**src/rtl/intdivr4_iter_pkg.sv**
```systemverilog
// Shared definitions for the iterative radix-4 integer divider:
// controller state encoding and the DIV/DIVU/REM/REMU function codes.
package intdivr4_iter_pkg;

    typedef enum logic [1:0] {
        IDLE = 2'd0,
        BUSY = 2'd1,
        DONE = 2'd2
    } state_e;

    localparam logic [1:0] FUNCT_DIV  = 2'b00;
    localparam logic [1:0] FUNCT_DIVU = 2'b01;
    localparam logic [1:0] FUNCT_REM  = 2'b10;
    localparam logic [1:0] FUNCT_REMU = 2'b11;

endpackage

```
**src/rtl/intdivr4_iter_if.sv**
```systemverilog
// Request/response bundle between the execute stage and the divider.
//
// Handshake: the requester raises Start together with Funct/X/Y; the divider
// takes the request on a rising edge only while it is idle and Flush is low,
// otherwise Start is simply ignored (there is no ready/back-pressure, the
// requester watches Busy/Done). Done is a single-cycle pulse during which
// Result is valid; Result then stays stable until the next accepted Start.
// Flush aborts an operation in progress and suppresses a pending Done.
interface intdivr4_iter_if #(
    parameter int XLEN = 64
);
    logic            Start;
    logic            Flush;
    logic [1:0]      Funct;
    logic [XLEN-1:0] X;
    logic [XLEN-1:0] Y;
    logic            Busy;
    logic            Done;
    logic [XLEN-1:0] Result;

    modport master (
        output Start, Flush, Funct, X, Y,
        input  Busy, Done, Result
    );

    modport slave (
        input  Start, Flush, Funct, X, Y,
        output Busy, Done, Result
    );
endinterface

```
**src/rtl/intdivr4_digit.sv**
```systemverilog
// One radix-4 restoring digit step: shift two dividend bits into the partial
// remainder and subtract the largest multiple of the divisor that fits.
module intdivr4_digit #(
    parameter int XLEN = 64
) (
    input  logic [XLEN+1:0] r,
    input  logic [1:0]      bits,
    input  logic [XLEN+1:0] d1,
    input  logic [XLEN+1:0] d2,
    input  logic [XLEN+1:0] d3,
    output logic [XLEN+1:0] r_next,
    output logic [1:0]      q
);
    // r < D <= 2^XLEN, so the low XLEN bits carry the whole partial remainder.
    logic [XLEN+1:0] p;
    assign p = {XLEN'(r), bits};

    // Pick the digit by comparing against 3D, 2D, D in that order.
    always_comb begin
        q      = 2'd0;
        r_next = p;
        if (p >= d3) begin
            q      = 2'd3;
            r_next = p - d3;
        end else if (p >= d2) begin
            q      = 2'd2;
            r_next = p - d2;
        end else if (p >= d1) begin
            q      = 2'd1;
            r_next = p - d1;
        end
    end
endmodule

```
**src/rtl/intdivr4_iter.sv**
```systemverilog
// Iterative radix-4 restoring divider for DIV/DIVU/REM/REMU. STAGES digit
// steps are chained per clock; divide-by-zero and signed overflow bypass the
// iteration and complete the cycle after Start.
module intdivr4_iter
    import intdivr4_iter_pkg::*;
#(
    parameter int XLEN   = 64,
    parameter int STAGES = 1
) (
    input  logic           clk,
    input  logic           reset_n,
    intdivr4_iter_if.slave bus,
    output logic [1:0]     dbg_state
);
    localparam int N  = XLEN / (2 * STAGES);
    localparam int CW = $clog2(N) + 1;
    localparam logic [CW-1:0]   CNT_INIT = CW'(N - 1);
    localparam logic [1:0]      S_IDLE   = IDLE;
    localparam logic [1:0]      S_BUSY   = BUSY;
    localparam logic [1:0]      S_DONE   = DONE;
    localparam logic [XLEN-1:0] MOST_NEG = {1'b1, {(XLEN-1){1'b0}}};

    if ((XLEN % 2) != 0 || ((XLEN / 2) % STAGES) != 0) begin : g_bad_params
        $error("intdivr4_iter: XLEN must be even and (XLEN/2) divisible by STAGES");
    end

    logic [1:0]      state;
    logic            is_rem;
    logic            neg_q;
    logic            neg_r;
    logic [XLEN-1:0] dvd;
    logic [XLEN+1:0] rem_r;
    logic [XLEN-1:0] quo_r;
    logic [XLEN+1:0] d1, d2, d3;
    logic [CW-1:0]   cnt;
    logic [XLEN-1:0] result_r;

    logic            signed_op, rem_op, x_neg, y_neg, special, accept;
    logic [XLEN-1:0] x_abs, y_abs, special_res;
    logic [XLEN+1:0] y_ext, d2_init, d3_init;

    // Operand conditioning for a new request: magnitudes, divisor multiples
    // and the short-circuit result for divide-by-zero / signed overflow.
    always_comb begin
        signed_op   = (bus.Funct == FUNCT_DIV) || (bus.Funct == FUNCT_REM);
        rem_op      = (bus.Funct == FUNCT_REM) || (bus.Funct == FUNCT_REMU);
        x_neg       = signed_op & bus.X[XLEN-1];
        y_neg       = signed_op & bus.Y[XLEN-1];
        x_abs       = x_neg ? -bus.X : bus.X;
        y_abs       = y_neg ? -bus.Y : bus.Y;
        y_ext       = {2'b00, y_abs};
        d2_init     = y_ext << 1;
        d3_init     = y_ext + d2_init;
        special     = 1'b0;
        special_res = '0;
        if (bus.Y == '0) begin
            special     = 1'b1;
            special_res = rem_op ? bus.X : '1;
        end else if (signed_op && bus.X == MOST_NEG && bus.Y == '1) begin
            special     = 1'b1;
            special_res = rem_op ? '0 : bus.X;
        end
        accept = (state == S_IDLE) & bus.Start & ~bus.Flush;
    end

    // Unrolled digit chain; stage 0 consumes the most significant bit pair.
    logic [2*STAGES-1:0] digits;
    logic [XLEN+1:0]     r_final;

    for (genvar s = 0; s < STAGES; s++) begin : g_stage
        logic [XLEN+1:0] r_in;
        logic [XLEN+1:0] r_out;
        logic [1:0]      q_dig;
        if (s == 0) begin : g_first
            assign r_in = rem_r;
        end else begin : g_next
            assign r_in = g_stage[s-1].r_out;
        end
        intdivr4_digit #(.XLEN(XLEN)) u_digit (
            .r      (r_in),
            .bits   (dvd[XLEN-1-2*s -: 2]),
            .d1     (d1),
            .d2     (d2),
            .d3     (d3),
            .r_next (r_out),
            .q      (q_dig)
        );
        assign digits[2*(STAGES-s)-1 -: 2] = q_dig;
    end
    assign r_final = g_stage[STAGES-1].r_out;

    logic [XLEN-1:0] q_next, dvd_next, rem_mag, busy_res;

    // Next quotient/dividend after this cycle's digits, then sign fixup so
    // the result is ready to register on the final BUSY cycle.
    always_comb begin
        q_next   = XLEN'({quo_r, digits});
        dvd_next = dvd << (2 * STAGES);
        rem_mag  = XLEN'(r_final);
        if (is_rem)
            busy_res = neg_r ? -rem_mag : rem_mag;
        else
            busy_res = neg_q ? -q_next : q_next;
    end

    // Controller and datapath registers; Flush drops back to IDLE without
    // touching Result.
    always_ff @(posedge clk or negedge reset_n) begin
        if (!reset_n) begin
            state    <= S_IDLE;
            is_rem   <= 1'b0;
            neg_q    <= 1'b0;
            neg_r    <= 1'b0;
            dvd      <= '0;
            rem_r    <= '0;
            quo_r    <= '0;
            d1       <= '0;
            d2       <= '0;
            d3       <= '0;
            cnt      <= '0;
            result_r <= '0;
        end else begin
            case (state)
                S_IDLE: begin
                    if (accept) begin
                        is_rem <= rem_op;
                        neg_q  <= x_neg ^ y_neg;
                        neg_r  <= x_neg;
                        dvd    <= x_abs;
                        rem_r  <= '0;
                        quo_r  <= '0;
                        d1     <= y_ext;
                        d2     <= d2_init;
                        d3     <= d3_init;
                        cnt    <= CNT_INIT;
                        if (special) begin
                            state    <= S_DONE;
                            result_r <= special_res;
                        end else begin
                            state <= S_BUSY;
                        end
                    end
                end
                S_BUSY: begin
                    if (bus.Flush) begin
                        state <= S_IDLE;
                    end else begin
                        dvd   <= dvd_next;
                        rem_r <= r_final;
                        quo_r <= q_next;
                        cnt   <= cnt - 1'b1;
                        if (cnt == '0) begin
                            state    <= S_DONE;
                            result_r <= busy_res;
                        end
                    end
                end
                S_DONE:  state <= S_IDLE;
                default: state <= S_IDLE;
            endcase
        end
    end

    assign bus.Busy   = (state == S_BUSY);
    assign bus.Done   = (state == S_DONE) & ~bus.Flush;
    assign bus.Result = result_r;
    assign dbg_state  = state;
endmodule

```
**src/flat_wrapper.sv**
```systemverilog
// flat-port wrapper written by rule: the top's interface ports become plain ports
module intdivr4_iter_flat import intdivr4_iter_pkg::*;
#(
    parameter int XLEN   = 64,
    parameter int STAGES = 1
)
  (clk, reset_n, dbg_state, bus_Start, bus_Flush, bus_Funct, bus_X, bus_Y, bus_Busy, bus_Done, bus_Result);
  intdivr4_iter_if #(.XLEN(XLEN)) bus_i ();
  input  logic clk;
  input  logic reset_n;
  output logic [1:0] dbg_state;
  input wire logic [$bits(bus_i.Start)-1:0] bus_Start;
  input wire logic [$bits(bus_i.Flush)-1:0] bus_Flush;
  input wire logic [$bits(bus_i.Funct)-1:0] bus_Funct;
  input wire logic [$bits(bus_i.X)-1:0] bus_X;
  input wire logic [$bits(bus_i.Y)-1:0] bus_Y;
  output wire logic [$bits(bus_i.Busy)-1:0] bus_Busy;
  output wire logic [$bits(bus_i.Done)-1:0] bus_Done;
  output wire logic [$bits(bus_i.Result)-1:0] bus_Result;
  assign bus_i.Start = bus_Start;
  assign bus_i.Flush = bus_Flush;
  assign bus_i.Funct = bus_Funct;
  assign bus_i.X = bus_X;
  assign bus_i.Y = bus_Y;
  assign bus_Busy = bus_i.Busy;
  assign bus_Done = bus_i.Done;
  assign bus_Result = bus_i.Result;
  intdivr4_iter #(.XLEN(XLEN), .STAGES(STAGES)) u_core (.clk(clk), .reset_n(reset_n), .bus(bus_i), .dbg_state(dbg_state));
endmodule
```
**config.mk**
```make
export PLATFORM = sky130hd
export DESIGN_NAME = intdivr4_iter_flat
export DESIGN_NICKNAME = d
export VERILOG_FILES = /design/src/rtl/intdivr4_iter_pkg.sv /design/src/rtl/intdivr4_iter_if.sv /design/src/rtl/intdivr4_digit.sv /design/src/rtl/intdivr4_iter.sv /design/src/flat_wrapper.sv
export SDC_FILE = /design/constraint.sdc
export NUM_CORES = 2
export LEC_CHECK = 0
export CAP_MARGIN = 25
export CORE_MARGIN = 5
export CORE_UTILIZATION = 28
export CTS_CLUSTER_DIAMETER = 60
export DETAILED_ROUTE_END_ITERATION = 7
export GPL_ROUTABILITY_DRIVEN = 0
export GPL_TIMING_DRIVEN = 1
export PLACE_DENSITY = 0.53
export SLEW_MARGIN = 20
export SYNTH_ARGS = -nofsm -noshare
export SYNTH_HDL_FRONTEND = slang
export SYNTH_SLANG_ARGS = --single-unit
```
**constraint.sdc**
```tcl
create_clock -name clk -period 20.1 [get_ports clk]
set_input_delay 5.025 -clock clk [delete_from_list [all_inputs] [get_ports clk]]
set_output_delay 5.025 -clock clk [all_outputs]
set_load 0.1 [all_outputs]
```
== After elaboration in Yosys (flattened, before gate mapping) ==
Index checks and enable logic that the tools add are counted.

* Bits in registers: 395
* Output and inout port bits: 68
* Input port bits: 134

* Reduce and logical (&&, ||, !) cells: 13
* Magnitude comparators: 3
* Equality and inequality tests: 11
* $add $sub $neg: 9
* Bitwise operators: 7
* Muxes and demuxes: 39

{| class="wikitable"
|+ Operator list
! kind !! count
|-
| $mux 64 || 20
|-
| $pmux 64 s2 || 3
|-
| $neg 64->64 || 4
|-
| $sub 64x64->64 || 3
|-
| $eq 64x64->1 const B || 2
|-
| $mux 62 || 2
|-
| $pmux 62 s2 || 1
|-
| $add 64x65->66 || 1
|-
| $ge 66x64->1 || 1
|-
| $ge 66x65->1 || 1
|-
| $ge 66x66->1 || 1
|-
| $logic_not 64->1 || 1
|-
| $mux 2 || 6
|-
| $mux 6 || 2
|-
| $pmux 6 s2 || 1
|-
| $eq 2x2->1 const B || 3
|-
| $logic_not 6->1 || 1
|-
| $ne 2x1->1 const B || 3
|-
| $sub 6x1->6 const B || 1
|-
| $and 1x1->1 || 5
|-
| $reduce_and 5->1 || 1
|-
| $logic_not 2->1 || 2
|-
| $pmux 2 s2 || 1
|-
| $reduce_and 2->1 || 2
|-
| other kinds (10) || 14
|}

== Depth between registers and ports, before layout ==
* Word-level depth: 10
* Depth in mapped cells: 34

== Cells and area by module ==
Synthesis repeated with hierarchy kept, for this count alone.

* Cell total of the unflattened synthesis: 5440
* Area total of the unflattened synthesis: 40756.6 um^2

{| class="wikitable"
|+ By module, submodules not included
! module !! instances !! sequential area each (um^2) !! area an instance (um^2) !! cells an instance
|-
| intdivr4_iter || 1 || 9909.5 || 25749.7 || 3101
|-
| intdivr4_digit || 1 || 0.0 || 15006.9 || 2339
|}

== Worst setup path before layout ==
No wires, ideal clock.

* Path kind: input to output
* Start point: input port bus_Flush
* End point: output port bus_Done
* Arrival: 7213 ps
* Data required time: 15075 ps
* Stages: 1
* Path slack: 7862 ps
* Path buffers: 0
* Cell sequence: nor3b_1

* Cells in the longest elaborated chain, start to end: 2

{| class="wikitable"
|+ RTL lines
! what !! RTL line !! RTL
|-
| start: declaration || flat_wrapper.sv:13 || <nowiki>input wire logic [$bits(bus_i.Flush)-1:0] bus_Flush;</nowiki>
|-
| $not 1->1 || intdivr4_iter.sv:165 || <nowiki>assign bus.Done = (state == S_DONE) & ~bus.Flush;</nowiki>
|-
| $and 1x1->1 || intdivr4_iter.sv:165 ||
|-
| end: declaration || flat_wrapper.sv:18 || <nowiki>output wire logic [$bits(bus_i.Done)-1:0] bus_Done;</nowiki>
|}

Every way passes these cells.

== Worst setup path after layout ==
Ends and elaborated chain as after synthesis.

==> flow_summary.yaml <==
outcome:
  status: "finished with violations"
  violations: "slew limit"
synth:
  synth_top_area_share_pct: 24.9
  yosysWarnings: 0
  syn_area_um2: 39600
  synth_top_area_cell: "dfrtp_1"
  ys_seq_elements: 394
  synth_commonest_cells: "o21ai_0 (612), nand2_1 (607), a21oi_1 (489), dfrtp_1 (394), nor2_1 (377)"
  avgSynthCellArea_um2: 7.55
  post-synth-top-count-cell: "o21ai_0"
  postSynthCellCount: 5250
  synth_edf_count: 0
  yosysSeqAreaShare_pct: 24.9
  async_reset_ff_share_pct: 100
  ys.flop_type: "dfrtp_1"
  ys_types: 104
  mappedNetlistNets: 5653
  synth_top_cells_by_area: "dfrtp_1 (25%), ha_1 (8.4%), o21ai_0 (7.7%)"
sta:
  setup_ws_ps: 8150
  maxSlewHeadroom_pct: -3.75
  setup_violations: 0
  fmax_mhz: 83.7
  rsz0062_at_grt: "no"
  clock_skew_ps: 48.6
  min_period_ps: 11950
  tns_ps: 0
  hold_slack_ps: 478
  tightestPinTransition_ps: 1560
  period_share_pct: 59.5
  slew_viol_final: 55
  hold_viol_final: 0
global_route:
  grt_pass1_vias: 37700
  grt_antenna_before_repair: 5
  grt_usage_pct: 21.4
  grt_pass1_wl_um: 244000
  grt_max_degree: 231
  grt_overflow: 0
critical_path:
  start_kind: "input pin"
  criticalPathCategory: "in2out"
  max_stage_delay_ps: 1160
  crit_chain: "clkdlybuf4s50_1 > nor3b_1 > clkdlybuf4s50_1"
  critPathSlowestCell: "clkdlybuf4s50_1"
  cp-end-kind: "output port"
  crit_path_max_fanout: 5
  arrival_ps: 6930
  path_common_cell: "clkdlybuf4s50_1"
  required_ps: 15070
clock_network:
  cts_buffers: 50
  root_buffer: "clkbuf_16"
  post_cts_buffers: 0
  cts_tree: "built"
  clock_sinks: 394
  hold_buffers: 0
  clk_pin_slew_ps: 60
  cts_resized: 0
  cts.path.max_buffers: 3
  htreeDepth: 2
  clk_latency_ps: 680
finish:
  antenna_cells: 0
  fillers: 15100
  drive_gt1_share_pct: 4.77
  final_core_util_pct: 32.0
  layout.nets: 5671
  areaGrowthSynthToFinish_pct: 14.1
detailed_routing:
  wirelength_um: 167000
  vias: 41000
  route.detailed.drc: 0
  first_iter_violations: 4095
  ant_nets: 0
  routedWlPerCell_um: 23.2
  drtPass1Iterations: 6
  avgViaCountPerCell: 5.69
floorplan:
  die_area_um2: 149000
  die_y_um: 386
  initial_utilization_pct: 28.1
  pin_count: 202
  die_x_um: 386
  core_um2: 141000
  rows: 138
job:
  drv_cap: 0
power:
  power_density_nw_per_um2: 207
  ir_drop_mv: 0.110
  power_leakage_nw: 18.7
placement:
  post-place-ws_ps: 8020
  numPortBuffers: 201
  dpl.hpwl_um: 133000
hold_path:
  worstHoldPathType: "reg2reg"
==> logic make-up after synthesis <==
family | Yosys count | share of synthesized area [%]
AO/OA/AOI/OAI | 1907 | 30.3
AND/OR/NAND/NOR | 1684 | 20.5
buffers and inverters | 526 | 5.22
XOR/XNOR | 436 | 9.64
flip-flops | 394 | 24.9
adder cells (fa/ha/maj) | 269 | 8.57
multiplexers | 34 | 0.881
==> area by class of cell <==
cell class / instances / area [µm²] / area share [%]
clock buffer: 66 / 1380 / 3.06
clock inverter: 23 / 339 / 0.750
sequential: 394 / 9860 / 21.8
inverter: 227 / 855 / 1.89
multi-input combinational: 4330 / 27800 / 61.5
tap: 1890 / 2360 / 5.23
timing repair buffer: 265 / 2610 / 5.78
==> stage by stage <==
stage,power (W),std cells,instance area (µm²)
floorplan,0.00581,5250,39600
global route,0.00985,7195,45200
detailed placement,0.00810,7104,43400
finish,0.00935,7195,45200
CTS,0.00909,7193,45100
global placement,0.00807,7101,43300
==> cells in the final DEF (no fill, tap or decap), types with 107 or more instances in the layout <==
cell type,instances
o21ai_0,612
nand2_1,607
a21oi_1,488
dfrtp_1,392
nor2_1,372
ha_1,265
xnor2_1,253
inv_1,225
clkdlybuf4s50_1,200
xor2_1,183
a21o_1,141
nand4_1,131
nor3_1,107
==> power breakdown <==
part	total [W]	leakage (nW)	switching, W	internal, W
Clock	0.000951	0.827	0.000397	0.000553
Sequential	0.00123	5.10	0.000252	0.000976
Combinational	0.00717	12.8	0.00478	0.00239
==> state kept, by name, indices dropped and copies added (netlist names) <==
register / count
u_core.g_stage.r_in: 64
u_core.d1: 63
u_core.is_rem: 1
u_core.neg_r: 1
u_core.bus.Result: 64
u_core.neg_q: 1
u_core.quo_r: 62
u_core.dvd: 64
u_core.d3: 66
u_core.dbg_state: 2
u_core.cnt: 6
==> path summary, 6_finish.rpt <==
kind	from	end	slack, ps	depth (start not counted)
max	bus_Flush	bus_Done	8150	3
min	u_core.dvd[28]$_DFFE_PN0P_	u_core.dvd[28]$_DFFE_PN0P_	480	2
max reg2reg	u_core.d3[0]$_DFFE_PN0P_	u_core.bus.Result[58]$_DFFE_PN0P_	11340	28
min reg2reg	u_core.dvd[28]$_DFFE_PN0P_	u_core.dvd[28]$_DFFE_PN0P_	480	2
min in group asynchronous	reset_n	u_core.bus.Result[0]$_DFFE_PN0P_	4460	1
max in group asynchronous	reset_n	u_core.d3[43]$_DFFE_PN0P_	13400	3
==> worst max-delay path, delay by kind of cell <==
family	cells	cell delay [ps]
buffers and inverters	2	1680
and+or+nand+nor	1	220
==> routing by layer <==
metal | part of all wire, % | track usage (%)
met1 | 46 | 31.7
met2 | 41 | 31.1
met3 | 9.7 | 3.78
met4 | 3.6 | 7.04
met5 | 0.11 | 0.860
No activity file was read; power rests on OpenSTA's default activity.
